--- src/rtl/pulse_window_counter.sv ---
// Counts rising edges of din over back-to-back windows of win_len cycles and
// hands each window's count to a single-entry valid/ready output register.
module pulse_window_counter #(
  parameter int CNT_W = 8,
  parameter int WIN_W = 16
) (
  input  logic             clk,
  input  logic             rst,
  input  logic             en,
  input  logic             din,
  input  logic [WIN_W-1:0] win_len,
  output logic [CNT_W-1:0] out_count,
  output logic             out_ovf,
  output logic             out_valid,
  input  logic             out_ready,
  output logic             out_drop
);

  typedef enum logic {
    IDLE,
    RUN
  } state_e;

  state_e             state_q;
  logic               din_q;
  logic [CNT_W-1:0]   count_q;
  logic [CNT_W-1:0]   count_d;
  logic [WIN_W-1:0]   remaining_q;
  logic [WIN_W-1:0]   loadLen;
  logic               winOvf_q;
  logic               winOvf_d;
  logic [CNT_W-1:0]   outCount_q;
  logic               outOvf_q;
  logic               outValid_q;
  logic               outDrop_q;
  logic               rise;
  logic               atMax;
  logic               winDone;

  assign rise     = din & ~din_q;
  assign atMax    = (count_q == {CNT_W{1'b1}});
  assign count_d  = (rise && !atMax) ? count_q + CNT_W'(1) : count_q;
  assign winOvf_d = winOvf_q | (rise & atMax);
  // A zero length still yields a one-cycle window rather than a stuck counter.
  assign loadLen  = (win_len == '0) ? WIN_W'(1) : win_len;
  assign winDone  = (state_q == RUN) && en && (remaining_q == WIN_W'(1));

  always_ff @(posedge clk) begin
    if (rst) begin
      state_q     <= IDLE;
      din_q       <= 1'b0;
      count_q     <= '0;
      remaining_q <= '0;
      winOvf_q    <= 1'b0;
      outCount_q  <= '0;
      outOvf_q    <= 1'b0;
      outValid_q  <= 1'b0;
      outDrop_q   <= 1'b0;
    end else begin
      din_q <= din;

      case (state_q)
        IDLE: begin
          if (en) begin
            state_q     <= RUN;
            remaining_q <= loadLen;
            count_q     <= '0;
            winOvf_q    <= 1'b0;
          end
        end
        RUN: begin
          if (!en) begin
            state_q     <= IDLE;
            remaining_q <= '0;
            count_q     <= '0;
            winOvf_q    <= 1'b0;
          end else if (remaining_q == WIN_W'(1)) begin
            remaining_q <= loadLen;
            count_q     <= '0;
            winOvf_q    <= 1'b0;
          end else begin
            remaining_q <= remaining_q - WIN_W'(1);
            count_q     <= count_d;
            winOvf_q    <= winOvf_d;
          end
        end
        default: state_q <= IDLE;
      endcase

      // A finished window may replace the held result only if it leaves this cycle.
      if (winDone) begin
        if (!outValid_q || out_ready) begin
          outCount_q <= count_d;
          outOvf_q   <= winOvf_d;
          outValid_q <= 1'b1;
        end else begin
          outDrop_q <= 1'b1;
        end
      end else if (outValid_q && out_ready) begin
        outValid_q <= 1'b0;
      end
    end
  end

  assign out_count = outCount_q;
  assign out_ovf   = outOvf_q;
  assign out_valid = outValid_q;
  assign out_drop  = outDrop_q;

endmodule

--- config.mk ---
export PLATFORM = sky130hd
export DESIGN_NAME = pulse_window_counter
export DESIGN_NICKNAME = d
export VERILOG_FILES = /design/src/rtl/pulse_window_counter.sv
export SDC_FILE = /design/constraint.sdc
export NUM_CORES = 1
export LEC_CHECK = 0
export ABC_CLOCK_PERIOD_IN_PS = 3700
export BUFFER_PORTS_ARGS = -buffer_cell sky130_fd_sc_hd__buf_2
export CORE_ASPECT_RATIO = 1.1
export CORE_MARGIN = 1
export CORE_UTILIZATION = 54
export CTS_BUF_LIST = sky130_fd_sc_hd__clkbuf_8
export CTS_CLUSTER_SIZE = 28
export DETAILED_ROUTE_END_ITERATION = 16
export MAX_ROUTING_LAYER = met4
export PLACE_DENSITY = 0.82
export RECOVER_POWER = 25
export SYNTH_ARGS = -nofsm -noshare
export SYNTH_HDL_FRONTEND = slang
export SYNTH_SLANG_ARGS = --single-unit
--- constraint.sdc ---
create_clock -name clk -period 3.7 [get_ports clk]
set_input_delay 0.37 -clock clk [delete_from_list [all_inputs] [get_ports clk]]
set_output_delay 0.37 -clock clk [all_outputs]
set_load 0.005 [all_outputs]
# --- After elaboration in Yosys (flattened, before gate mapping) ---
# Cells that the tools add are included.
word_totals:
  out_inout_bits: 11
  wordCells: 51
  inputBits: 21
  ff_bits: 38
op_classes:
  mux: 18
  bitwise_logic: 6
  addsub: 2
  n_eq_ne: 4
  reduce_logical: 12
op_table:
  columns: ["operator", "count"]
  rows:
  - ["2-to-1 mux 16 bit", 4]
  - ["2-to-1 mux 8 bit", 4]
  - ["one-hot mux 16 bit (2 select lines)", 1]
  - ["equality test 16 x 1 -> 1 bit (second input constant)", 1]
  - ["zero test 16 bit", 1]
  - ["one-hot mux 8 bit (2 select lines)", 1]
  - ["subtractor 16 x 1 -> 16 bit (second input constant)", 1]
  - ["adder 8 x 1 -> 8 bit (second input constant)", 1]
  - ["equality test 8 bit (second input constant)", 1]
  - ["2-to-1 mux 1 bit", 7]
  - ["AND reduction 2 bit", 3]
  - ["logical AND 1 bit", 4]
  - ["inverter 1 bit", 3]
  - ["AND 1 bit", 2]
  - ["zero test 1 bit", 2]
  - ["inequality test 2 x 1 -> 1 bit (second input constant)", 1]
  - ["inequality test 2 bit (second input constant)", 1]
  - ["one-hot mux 1 bit (2 select lines)", 1]
  - ["nonzero test 2 bit", 1]
  - ["logical OR 1 bit", 1]
  - ["OR 1 bit", 1]

# --- Depth between registers and ports, before layout ---
depth:
  ltp_word: 7
  mapped_depth: 8
  ltp_nobuf: 7

# --- Worst setup path before layout ---
# No wires, ideal clock.
synth_timing:
  path_kind: "register to register"
  startpoint: "reg remaining_q[0]"
  endpoint: "reg remaining_q[10]"
  stages_incl_launch_ff: 8
  arrival_time_ps: 1705
  t_required_ps: 3568
  slack_ps: 1864
  setup_time_ps: 132
  path_cell_list: "dfxtp_1 -> inv_1 -> ha_1 -> nor3b_1 -> nand3_1 -> xnor2_1 -> a221oi_1 -> nor3_1"
synth_between:
  elab_chain_cells: 4
  elab_cells_between_ends: 5
  classes_between: "add/sub: 1; eq/ne: 1; mux: 3"
synth_lines:
  columns: ["element", "line", "source"]
  rows:
  - ["start: declaration", "28", "logic [WIN_W-1:0] remaining_q;"]
  - ["start signal: assignment", "66", "remaining_q <= loadLen;"]
  - ["start signal: assignment", "78", "remaining_q <= loadLen;"]
  - ["start signal: assignment", "82", "remaining_q <= remaining_q - WIN_W'(1);"]
  - ["subtractor 16 x 1 -> 16 bit / equality test 16 x 1 -> 1 bit (equally long branches)", "82, 77", null]
  - ["2-to-1 mux 16 bit *", "77", "end else if (remaining_q == WIN_W'(1)) begin"]
  - ["2-to-1 mux 16 bit *", "72", "if (!en) begin"]
  - ["one-hot mux 16 bit (2 select lines) *", "62", "case (state_q)"]
# Every way passes the cells marked *; elsewhere a longest branch is shown, timed or not.
# A chain may end at the register's enable or synchronous reset.

==> results.yml <==
finish:
  fill_cells: 368
  synthToLayoutAreaGrowth_pct: 10.2
  layout_common_cells: "dfxtp_1, nor2_1, buf_2"
  fin_cells: 343
  diodes: 0
  drive_gt1_share_pct: 17.5
  layout_commonest_cell: "dfxtp_1"
  nets: 314
  finalInstanceArea_mm2: 0.00246
grt:
  grt_pass1_wl_um: 8540
  grt_pass1_vias: 1945
  overflow: 0
  antenna_found_initial: 0
  grt_max_degree: 33
  grt_usage_pct: 25.7
detailed_routing:
  vias: 2044
  via_per_inst: 5.96
  wirelength_um: 5080
  remaining_drc_errors: 0
  ant_nets: 0
  drt_iter0_drc: 162
  drt_pass1_iterations: 5
  post_drt_wl_per_cell_um: 14.8
placed_design:
  gp_congestion: 0.868
  place_ws_ps: 1520
  hpwl_um: 3660
  post_dp_cell_area_mm2: 0.00237
  dp_cells: 335
  io_buffers: 31
logic_synthesis:
  yosys_warnings: 0
  syn_avg_cell_area_um2: 8.45
  synth_flop_cell: "dfxtp_1"
  ys_ff_latch: 38
  synth_cell_types: 52
  syn-num-nets: 288
  synth.area.top_cells: "dfxtp_1, nor2_1, a21oi_1, xnor2_1, a221oi_1"
  syn_area_mm2: 0.00223
  synth_edf_count: 0
  synth_area_leader_cell: "dfxtp_1"
  ys_async_sr_fraction_pct: 0
  synth_top_area_share_pct: 34.1
  yosysSeqAreaShare_pct: 34.1
  syn_inst: 264
pwr:
  switchingPower_uw: 263
  pwr-share-clk_pct: 32.5
  power_frac_seq_pct: 49.7
  power_leakage_uw: 0.000925
  ir_drop_uv: 252
  power.density_mw_per_mm2: 367
  p_comb_share_pct: 17.8
  swShare_pct: 29.1
  power.internal_uw: 640
clock_tree:
  cts_tree: "built"
  clkTransAtPathRegs_ps: 70
  clockBufferDepth: 2
  postCtsSetupBuffers: 0
  cts_made_buffers: 5
  cts_hold_buf: 0
  h-tree-depth: 2
  cts-resized-gates: 0
  clock_latency_ps: 290
  clockRootBuffer: "clkbuf_8"
  cts.sinks: 38
timing:
  max_freq_mhz: 410
  worst_slack_ps: 1260
  worstMarginPinSlew_ps: 1470
  fin_crit_ps: 2440
  relSlewSlack_pct: 2.22
  fin_tns_setup_ps: 0
  rsz0062_at_grt: "no"
  finalHoldViolCount: 0
  maxSlewViolCount: 0
  min_period_over_period_pct: 66.0
  fin_worst_skew_ps: 2.60
  setup_violations: 0
floorplanning:
  die_area_mm2: 0.00439
  die_w_um: 63.3
  fp-row-count: 24
  core_mm2: 0.00396
  ios: 32
  start_util_pct: 56.2
  die_height_um: 69.4
outcome:
  outcome: "finished clean"
worst_hold_path:
  worstHoldStart: "din"
  min_to: "din_q"
  hold_depth: 2
  hold_path_class: "input pin to register"
worst_setup_path:
  crit_type: "input pin to register"
  reg2reg_from: "remaining_q[0]"
  regToRegSetupSlack_ps: 1440
  critPathMaxFanout: 32
  crit_arrival_ps: 2630
  worst_setup_path_start_kind: "input pin"
  endpoint_kind: "register"
  crit_required_ps: 3890
  reg2reg_depth: 7
  reg2reg_to: "remaining_q[6]"
run:
  cap_violations: 0
[power by group through the flow]
| stage | combinational [µW] | sequential (µW) | clock, µW |
|---|---|---|---|
| after floorplan | 128 | 452 | 0 |
| after global placement | 156 | 458 | 0 |
| after CTS | 160 | 448 | 301 |
| after global routing | 179 | 452 | 314 |
| after detailed placement | 159 | 458 | 0 |
| final | 161 | 449 | 293 |
[metrics by stage]
stage | utilization [%] | power (µW) | hold WS, ps
floorplan | - | 580 | 450
global placement | 59.8 | 613 | 459
detailed placement | 59.8 | 617 | 474
CTS | 62.1 | 909 | 309
global route | 62.0 | 945 | 319
finish | 62.0 | 903 | 323
[registers in the layout (all words and copies together) (netlist names)]
name,cells
state_q,1
out_valid,1
winOvf_q,1
out_drop,1
remaining_q,16
count_q,8
din_q,1
out_ovf,1
out_count,8
[how the worst max path moves through the flow]
stage          cells past startpoint               to      startpoint  slack (ps)
5_1_grt                            6       count_q[0]             rst        1050
6_report                           6   remaining_q[3]             rst        1260
4_1_cts                            7   remaining_q[6]  remaining_q[0]        1500
3_3_place_gp                       7  remaining_q[10]  remaining_q[0]        1630
3_5_place_dp                       7   remaining_q[6]  remaining_q[0]        1520
2_1_floorplan                      7  remaining_q[10]  remaining_q[0]        1860
[per-layer routing]
layer  vias to the layer above  wire, µm  GRT usage (%)
met2                        56      2550           42.8
li1                       1017         -              -
met1                       963      2250           30.1
met4                         0        88           10.6
met3                         8       202           4.93
met5                         -         0              -
[area by class of cell]
type / instances / area (µm²) / share of cell area (%)
sequential: 38 / 761 / 31.0
clock buffer: 6 / 82.6 / 3.36
multi-input combinational: 200 / 1330 / 54.3
tap: 52 / 65.1 / 2.65
clock inverter: 2 / 8.76 / 0.356
inverter: 13 / 48.8 / 1.99
timing repair buffer: 32 / 158 / 6.42
[worst max-delay path, stage by stage]
cell and delay (ps):
clkbuf_1 1040, nor2b_1 180, and2_2 280, nand2_1 320
o22ai_1 150, a22o_1 280
[cell families after synthesis]
kind of cell    after synthesis  share of synthesized area, %
simple gates                103                          27.3
compound gates               70                          20.8
flops                        38                          34.1
buf+inv                      26                          6.06
xor+xnor                     17                          6.68
mux                           7                          3.37
fa+ha+maj                     3                          1.68
[Yosys cell counts, types with 6 or more instances]
| master | number |
|---|---|
| o22ai_1 | 6 |
| a221oi_1 | 8 |
| xor2_1 | 7 |
| nor3_1 | 12 |
| dfxtp_1 | 38 |
| clkbuf_1 | 7 |
| nand3_1 | 6 |
| nor4_1 | 6 |
| mux2i_1 | 6 |
| nor2_1 | 33 |
| xnor2_1 | 10 |
| a211oi_1 | 9 |
| a21oi_1 | 18 |
| nand2_1 | 15 |
| o21ai_0 | 13 |
| inv_1 | 13 |
Note: power is estimated with default switching activity, not from simulation.
